[src/rtl/urp_pcie_rx_transaction_layer.sv]
// PCIe RX transaction layer: decodes 3DW-header TLPs, drops bad ones, and
// sorts good requests/completions into two independent valid/ready FIFOs.
module urp_pcie_rx_transaction_layer #(
    parameter int REQ_DEPTH = 4,
    parameter int CPL_DEPTH = 4
) (
    input  logic         clk,
    input  logic         rst,
    input  logic [223:0] tlp_i,
    input  logic         tlp_valid_i,
    output logic         tlp_ready_o,
    output logic         req_valid_o,
    input  logic         req_ready_i,
    output logic [2:0]   req_fmt_o,
    output logic [4:0]   req_type_o,
    output logic [2:0]   req_tc_o,
    output logic [9:0]   req_length_o,
    output logic [15:0]  req_requestID_o,
    output logic [31:0]  req_addr_o,
    output logic [127:0] req_payload_o,
    output logic         cpl_valid_o,
    input  logic         cpl_ready_i,
    output logic [2:0]   cpl_fmt_o,
    output logic [2:0]   cpl_tc_o,
    output logic [9:0]   cpl_length_o,
    output logic [15:0]  cpl_requestID_o,
    output logic [15:0]  cpl_completID_o,
    output logic [127:0] cpl_payload_o,
    output logic         err_pulse_o,
    output logic [7:0]   err_count_o
);
    localparam int RAW = $clog2(REQ_DEPTH);
    localparam int CAW = $clog2(CPL_DEPTH);

    typedef struct packed {
        logic [2:0]   fmt;
        logic [4:0]   typ;
        logic [2:0]   tc;
        logic [9:0]   length;
        logic [15:0]  rid;
        logic [31:0]  addr;
        logic [127:0] payload;
    } req_t;

    typedef struct packed {
        logic [2:0]   fmt;
        logic [2:0]   tc;
        logic [9:0]   length;
        logic [15:0]  rid;
        logic [15:0]  cid;
        logic [127:0] payload;
    } cpl_t;

    // Header decode
    logic [2:0]  fmt;
    logic [4:0]  typ;
    logic [2:0]  tc;
    logic [9:0]  len;
    logic        len_ok, req_good, cpl_good, accept, req_push, cpl_push, bad;
    logic        unused_rsvd;

    assign fmt         = tlp_i[223:221];
    assign typ         = tlp_i[220:216];
    assign tc          = tlp_i[214:212];
    assign len         = tlp_i[201:192];
    assign unused_rsvd = ^{tlp_i[215], tlp_i[211:202]};
    assign len_ok      = (len != 10'd0) && (len <= 10'd4);

    assign req_good = (typ == 5'b00000) &&
                      ((fmt == 3'b000) || (fmt == 3'b010 && len_ok));
    assign cpl_good = (typ == 5'b01010) &&
                      ((fmt == 3'b000) || (fmt == 3'b010 && len_ok));

    // FIFO state
    logic [RAW:0] req_wr_q, req_wr_d, req_rd_q, req_rd_d;
    logic [CAW:0] cpl_wr_q, cpl_wr_d, cpl_rd_q, cpl_rd_d;
    req_t         req_mem_q [REQ_DEPTH];
    cpl_t         cpl_mem_q [CPL_DEPTH];
    logic         req_full, req_empty, cpl_full, cpl_empty, req_pop, cpl_pop;
    logic         err_pulse_q, err_pulse_d;
    logic [7:0]   err_count_q, err_count_d;
    req_t         req_head, req_new;
    cpl_t         cpl_head, cpl_new;

    assign req_empty = (req_wr_q == req_rd_q);
    assign cpl_empty = (cpl_wr_q == cpl_rd_q);
    assign req_full  = (req_wr_q[RAW] != req_rd_q[RAW]) &&
                       (req_wr_q[RAW-1:0] == req_rd_q[RAW-1:0]);
    assign cpl_full  = (cpl_wr_q[CAW] != cpl_rd_q[CAW]) &&
                       (cpl_wr_q[CAW-1:0] == cpl_rd_q[CAW-1:0]);

    // Ready depends only on FIFO space, never on the incoming TLP
    assign tlp_ready_o = !req_full && !cpl_full;
    assign accept      = tlp_valid_i && tlp_ready_o;
    assign req_push    = accept && req_good;
    assign cpl_push    = accept && cpl_good;
    assign bad         = accept && !req_good && !cpl_good;
    assign req_pop     = !req_empty && req_ready_i;
    assign cpl_pop     = !cpl_empty && cpl_ready_i;

    assign req_new = '{fmt: fmt, typ: typ, tc: tc, length: len,
                       rid: tlp_i[191:176], addr: tlp_i[159:128],
                       payload: tlp_i[127:0]};
    assign cpl_new = '{fmt: fmt, tc: tc, length: len,
                       rid: tlp_i[191:176], cid: tlp_i[175:160],
                       payload: tlp_i[127:0]};

    always_comb begin
        req_wr_d    = req_wr_q + (RAW+1)'(req_push);
        req_rd_d    = req_rd_q + (RAW+1)'(req_pop);
        cpl_wr_d    = cpl_wr_q + (CAW+1)'(cpl_push);
        cpl_rd_d    = cpl_rd_q + (CAW+1)'(cpl_pop);
        err_pulse_d = bad;
        err_count_d = err_count_q;
        if (bad && err_count_q != 8'hFF)
            err_count_d = err_count_q + 8'd1;
    end

    always_ff @(posedge clk or posedge rst) begin
        if (rst) begin
            req_wr_q    <= '0;
            req_rd_q    <= '0;
            cpl_wr_q    <= '0;
            cpl_rd_q    <= '0;
            err_pulse_q <= 1'b0;
            err_count_q <= '0;
            for (int i = 0; i < REQ_DEPTH; i++) req_mem_q[i] <= '0;
            for (int i = 0; i < CPL_DEPTH; i++) cpl_mem_q[i] <= '0;
        end else begin
            req_wr_q    <= req_wr_d;
            req_rd_q    <= req_rd_d;
            cpl_wr_q    <= cpl_wr_d;
            cpl_rd_q    <= cpl_rd_d;
            err_pulse_q <= err_pulse_d;
            err_count_q <= err_count_d;
            if (req_push) req_mem_q[req_wr_q[RAW-1:0]] <= req_new;
            if (cpl_push) cpl_mem_q[cpl_wr_q[CAW-1:0]] <= cpl_new;
        end
    end

    // Outputs read straight from the head entry
    assign req_head        = req_mem_q[req_rd_q[RAW-1:0]];
    assign cpl_head        = cpl_mem_q[cpl_rd_q[CAW-1:0]];
    assign req_valid_o     = !req_empty;
    assign req_fmt_o       = req_head.fmt;
    assign req_type_o      = req_head.typ;
    assign req_tc_o        = req_head.tc;
    assign req_length_o    = req_head.length;
    assign req_requestID_o = req_head.rid;
    assign req_addr_o      = req_head.addr;
    assign req_payload_o   = req_head.payload;
    assign cpl_valid_o     = !cpl_empty;
    assign cpl_fmt_o       = cpl_head.fmt;
    assign cpl_tc_o        = cpl_head.tc;
    assign cpl_length_o    = cpl_head.length;
    assign cpl_requestID_o = cpl_head.rid;
    assign cpl_completID_o = cpl_head.cid;
    assign cpl_payload_o   = cpl_head.payload;
    assign err_pulse_o     = err_pulse_q;
    assign err_count_o     = err_count_q;
endmodule

[config.mk]
export PLATFORM = sky130hd
export DESIGN_NAME = urp_pcie_rx_transaction_layer
export DESIGN_NICKNAME = d
export VERILOG_FILES = /design/src/rtl/urp_pcie_rx_transaction_layer.sv
export SDC_FILE = /design/constraint.sdc
export NUM_CORES = 2
export LEC_CHECK = 0
export CORE_ASPECT_RATIO = 1.2
export CORE_MARGIN = 8
export CORE_UTILIZATION = 42
export DETAILED_ROUTE_END_ITERATION = 7
export PLACE_DENSITY_LB_ADDON = 0.12
export SLEW_MARGIN = 20
export SYNTH_ARGS = -nofsm -noshare
export SYNTH_HDL_FRONTEND = slang
export SYNTH_SLANG_ARGS = --single-unit
export TNS_END_PERCENT = 20
[constraint.sdc]
create_clock -name clk -period 84.8 [get_ports clk]
set_clock_uncertainty 0.15 [all_clocks]
set_input_delay 8.48 -clock clk [delete_from_list [all_inputs] [get_ports clk]]
set_output_delay 8.48 -clock clk [all_outputs]
set_load 0.1 [all_outputs]
==> results.toml <==
[run_status]
status = "completed"

[sta]
grt_setup_unrepaired = "no"
tightest_slew_ns = 1.237
hold_ws_ns = 0.3321
final.min_clock_period_ns = 13.83
slew_headroom = 0.1728
finalMaxSlewViolations = 0
finalSetupTns_ns = 0
fmax_ghz = 0.07230
fin_crit_sh = 0.1631
hold_violations = 0
finalSetupViolCount = 0

[synth]
synth_cells = 3720
synth-edff-count = 0
ys_seq_area_frac = 0.5656
syn-mean-instance-area_um2 = 17.99
synthFlopType = "dfrtp_1"
syn-num-nets = 3958
ys_ff_latch = 1513
async_flop_share = 1.000
synthesis.area_mm2 = 0.06694
yosys_warnings = 0
synth_cell_types = 34

[detailed_routing]
ant_nets = 0
routed_wl_um = 172900
routedWlPerCell_um = 26.45
vias_per_cell = 5.395
dr.pass1.iters = 4
drt-initial-drc-count = 1694
drc = 0
vias = 35250

[critical_path]
cp_num_cells = 4
cp-endpoint = "req_length_o[2]"
r2r-end = "req_mem_q[35]$_DFFE_PP0P_"
path_common_cell = "buf_4"
worst-path-buf-inv = 3
crit_path_end_kind = "output pin"
slowest_delay_ns = 1.02
crit_family = "buffers and inverters"
path_class = "reg -> out"
path_cells = "buf_4 -> buf_4 -> mux4_2 -> clkdlybuf4s50_1"
startpoint = "req_rd_q[0]$_DFF_PP0_"
r2r_cells = 9
worstReg2RegStart = "req_rd_q[0]$_DFF_PP0_"
cp_data_required_time_ns = 76.17
slowest_stage = "dfrtp_4"
r2r_slack_ns = 78.39
start_kind = "flip-flop"
path_max_fanout = 39
cp.arrival_ns = 5.20

[finish]
syn_to_final_growth_pct = 19.47
finalNetCount = 4530
final_cell_mix = "dfrtp_1, mux2_2, clkdlybuf4s50_1, mux2_4, mux4_2"
final_common_cell = "dfrtp_1"
drive_gt1_frac = 0.4923

[placed_design]
port_buffers = 602
globalplace.congestion = 0.7311
hpwl_um = 103500

[cts]
cts_sinks = 1513
path_clk_slew_ns = 0.06
cts_buffers = 161
cts_setup_buffers = 0
cts_hold_buf = 0
cts-root-buf = "clkbuf_16"
htree_num_levels = 4
clk_path_buf_depth = 3
clock_latency_ns = 0.77
cts_resized = 0
cts_tree = "yes"

[global_routing]
grt_overflow = 0
track_usage = 0.2008
grt_pass1_vias = 39236
antenna_found_initial = 31
grt_first_pass_wirelength_um = 265600
grt_max_degree = 165

[floorplanning]
row_count = 160
die_h_um = 453.3
core_mm2 = 0.1584
die_w_um = 380.4
io_pins = 614
initial_core_util = 0.4227
dieArea_mm2 = 0.1725

[power_and_ir_drop]
powerDensity_mw_per_mm2 = 22.71
p_leak_nw = 39.20
ir_worst_vdd_uv = 32.42

[min_path]
worstHoldPathType = "reg -> reg"

[run]
max_cap_viol_count = 0
-- Yosys cell counts, drive strengths merged (2+ instances only) --
cell	number	area [um^2]
dfrtp	1513	37860
mux2	1457	18270
mux4	373	8401
buf	224	1423
clkbuf	31	116.4
and2	26	162.7
xor2	15	131.4
nor2b	13	81.33
ha	9	112.6
nor4	9	90.09
nand2	8	32.54
nor2	8	30.03
nor3	6	30.03
or4	5	37.54
nand2b	4	25.02
nand3	4	20.02
or2	3	18.77
inv	2	7.510
xnor2	2	17.52
-- kinds of logic (layout without fill, tap and decap cells) --
group / Yosys count / count (layout) / share of synthesized area
flip-flops: 1513 / 1513 / 0.5656
AO/OA/AOI/OAI: 3 / 3 / 0.0004674
XOR/XNOR: 17 / 17 / 0.002224
multiplexers: 1830 / 1830 / 0.3984
AND/OR/NAND/NOR: 91 / 91 / 0.008487
adder cells (fa/ha/maj): 9 / 9 / 0.001682
buffers and inverters: 257 / 951 / 0.02310
other: 0 / 14 / 0
-- flip-flops by register name (all words and copies together) (netlist names) --
signal	cells
cpl_rd_q	3
req_mem_q	788
err_pulse_o	1
req_rd_q	3
cpl_wr_q	3
cpl_mem_q	704
err_count_o	8
req_wr_q	3
-- worst min-delay path by stage --
stage / start / end / slack [ns] / cells after the start
after floorplan: req_mem_q[386]$_DFFE_PP0P_ / req_mem_q[386]$_DFFE_PP0P_ / 0.30 / 1
after global placement: req_mem_q[387]$_DFFE_PP0P_ / req_mem_q[387]$_DFFE_PP0P_ / 0.31 / 1
after detailed placement: req_mem_q[787]$_DFFE_PP0P_ / req_mem_q[787]$_DFFE_PP0P_ / 0.32 / 1
after CTS: req_mem_q[386]$_DFFE_PP0P_ / req_mem_q[386]$_DFFE_PP0P_ / 0.33 / 1
after global routing: cpl_mem_q[701]$_DFFE_PP0P_ / cpl_mem_q[701]$_DFFE_PP0P_ / 0.34 / 1
final: req_mem_q[785]$_DFFE_PP0P_ / req_mem_q[785]$_DFFE_PP0P_ / 0.33 / 1
-- power by group --
group	switching [mW]	internal (mW)	total (mW)
registers	0.0322	0.737	0.769
clock network	0.291	0.422	0.713
logic	0.211	0.122	0.333
total	0.534	1.28	1.82
-- per-layer routing --
layer  vias to the layer above  track usage  wire length [um]
li1                      15007            -                 -
met1                     19264       0.2735             76900
met2                       719       0.3095             79560
met3                       234      0.06754             12490
met4                        26      0.05324              3742
met5                         -            0               161
-- area by class of cell --
| class | instances | area (um^2) |
|---|---|---|
| flip-flops and latches | 1513 | 37880 |
| clock inverters | 44 | 516.7 |
| fillers | 13205 | 78380 |
| diodes | 14 | 35.03 |
| repair buffers | 664 | 6495 |
| multi-input cells | 1950 | 27570 |
| inverters | 2 | 15.01 |
| well taps | 2106 | 2635 |
| clock buffers | 241 | 4826 |
-- stage by stage --
step | instance area, um^2 | power, mW | utilization | instances | setup slack (ns)
after floorplan | 66940 | 1.015 | - | 3720 | 33.49
after global placement | 74680 | 1.125 | 0.4716 | 6234 | 70.25
after detailed placement | 74630 | 1.125 | 0.4713 | 6234 | 70.25
after CTS | 79970 | 1.850 | 0.5050 | 6519 | 70.66
after global routing | 79950 | 1.892 | 0.5049 | 6525 | 70.51
final | 79970 | 1.816 | 0.5050 | 6534 | 70.97
(Power assumes the default switching activity.)
==> RTL change (same settings) <==
Reset style: synchronous (`rst`), changed in one clocked block.
--- a/src/rtl/urp_pcie_rx_transaction_layer.sv
+++ b/src/rtl/urp_pcie_rx_transaction_layer.sv
@@ -117,5 +117,5 @@
     end
 
-    always_ff @(posedge clk or posedge rst) begin
+    always_ff @(posedge clk) begin
         if (rst) begin
             req_wr_q    <= '0;
Behaviour: not the same (Yosys sat finds a counterexample within 4 cycles, from zero or initial values and one cycle with rst high; the reset may be asserted at any time).
==> RTL change against the unedited design <==
Die area fell by 3.0%; first-iteration DRC count rose by 42%; area after synthesis fell by 3.1%; setup slack got worse by 0.33 ns; non-clock buffer count fell by 8; routed wire length rose by 2.6%; global-route usage rose by 0.74 points; sequential cell count did not move; largest cell class unchanged; highest routed layer unchanged; design area fell by 2.7%.
Power is not compared: it rests on default switching activity, and its combinational part moved more than twofold at a synthesized area within 25%.
==> RTL change: results (changes against the unedited design) <==
* Status: complete, no violations
* Worst vdd rail ir drop at 0.0206 mV
* CTS Buf Count at 160 (-0.62%)
* Sequential area share after synthesis at 0.697 (+0.132)
* GRT Total Usage at 0.208 (+0.00737)
* First-pass GRT wire length at 255000 um (-3.9%)
* Leakage power at 27.8 nW
* Proportion of layout cells with a drive suffix above 1 at 0.152 (-0.341)
* Clk slew on worst S/H paths at 0.06 ns (about the same)
* CTS max path bufs at 3 (unchanged)
* Actual slew at the worst max-slew pin at 1.24 ns (+0.00743 ns)
* Synth warn at 0 (unchanged)
* Initial antenna violation count at 35 (+13%)
* Number of setup buffers added after CTS at 0 (unchanged)
* Synth top cells by count: edfxtp_1, and2_1, mux4_2
* CP Data Arrival Time at 5.53 ns (+0.33 ns)
* Initial DRT Pass Iterations at 5 (+1)
* H-tree levels at 4 (unchanged)
* RePlAce Congestion at 0.719 (-1.7%)
* Final wirelength at 177000 um (+2.6%)
* Async S/R FF share, synth at 0 (-1.00)
* Port Buffers at 602 (unchanged)
* Number of global-route vias before repair at 34600 (-12%)
* Largest net degree at the start of global routing at 175 (+6.1%)
* Critical path peak fanout at 36 (-7.7%)
* Post-layout nets at 4553 (+0.51%)
* EDFF count, synth at 1492 (+1492)
* HP Class: reg -> reg
* Netlist cell types at 47 (+38%)
* 1st-iter DRT viols at 2412 (+42%)
* DR vias at 33900 (-3.9%)
* Max reg flops at 788 (unchanged)
* Ys flop type: edfxtp_1
* Skew-Pair Late Insertion Delay at 0.80 ns (+0.03 ns)
* Post-DP HPWL at 98100 um (-5.2%)
* Leading post-synthesis cells by cell area: edfxtp_1, and2_1, mux4_2
* Clock Root Buffer: clkbuf_16
* GRT overflow at 0 (unchanged)
* Cts repair resizes at 0 (unchanged)
* Largest Register: req_mem_q
-- RTL change: changes by cell type after synthesis, moves of 10 or more --
cell	before	now
buf_6	61	1
and2_1	26	1459
xor2_1	15	3
mux2_4	496	0
mux2_1	11	0
dfxtp_1	0	21
clkbuf_2	0	57
dfrtp_1	1513	0
edfxtp_1	0	1492
buf_1	64	54
clkbuf_1	31	58
buf_4	0	32
mux2_2	950	6
buf_2	99	49
-- RTL change: path summary, 6_finish.rpt --
path	startpoint	endpoint	slack, ns	cells past startpoint
max	req_rd_q[0]	req_payload_o[57]	70.64	5
min	err_count_o[6]	err_count_o[6]	0.38	2
max reg2reg	cpl_rd_q[1]	cpl_mem_q[2][54]	78.13	9
min reg2reg	err_count_o[6]	err_count_o[6]	0.38	2
-- RTL change: final cells by class --
| type | instances | area [um^2] |
|---|---|---|
| fill | 12700 | 76200 |
| sequential | 1513 | 45200 |
| multi-input combinational | 1982 | 18600 |
| timing repair buffer | 656 | 6500 |
| clock buffer | 213 | 4240 |
| tap | 2000 | 2500 |
| clock inverter | 63 | 667 |
| antenna | 21 | 52.6 |
| inverter | 2 | 7.51 |
-- RTL change: metal layers --
layer	vias up	GRT usage	part of all wire
li1	15000	-	-
met1	17600	0.270	0.42
met2	957	0.331	0.47
met3	261	0.0704	0.081
met4	26	0.0681	0.030
met5	-	0	0.00095
-- RTL change: cell families (layout without fill, tap and decap cells) --
kind of cell / after synthesis / in the layout / synth area share
AO/OA/AOI/OAI: 6 / 6 / 0.000714
XOR/XNOR: 11 / 11 / 0.00149
adder cells (fa/ha/maj): 9 / 9 / 0.00174
buffers and inverters: 253 / 934 / 0.0187
flip-flops: 1513 / 1513 / 0.697
multiplexers: 380 / 380 / 0.131
other: 1 / 57 / 0.0000578
AND/OR/NAND/NOR: 1540 / 1540 / 0.150
-- RTL change: critical path, cell delays in order, from the launching register on --
cell and delay (ns):
dfxtp_4 0.96, buf_4 0.72, buf_4 0.69, buf_4 0.60
mux4_2 0.61, clkdlybuf4s50_1 1.01
-- RTL change: power breakdown --
group          total [W]  internal, W  switching [W]  leakage (nW)
Clock           0.000670     0.000377       0.000293          2.37
Sequential      0.000847     0.000842     0.00000550          15.9
Combinational  0.0000997    0.0000260      0.0000737          9.53
-- RTL change: metrics by stage --
stage / setup WS, ns / util / area (um^2) / std cells
after CTS: 70.36 / 0.505 / 77800 / 6428
after global placement: 70.75 / 0.474 / 72900 / 6152
final: 70.64 / 0.505 / 77800 / 6450
after floorplan: 70.97 / - / 65000 / 3748
after global routing: 70.22 / 0.505 / 77800 / 6435
after detailed placement: 70.74 / 0.474 / 72900 / 6152
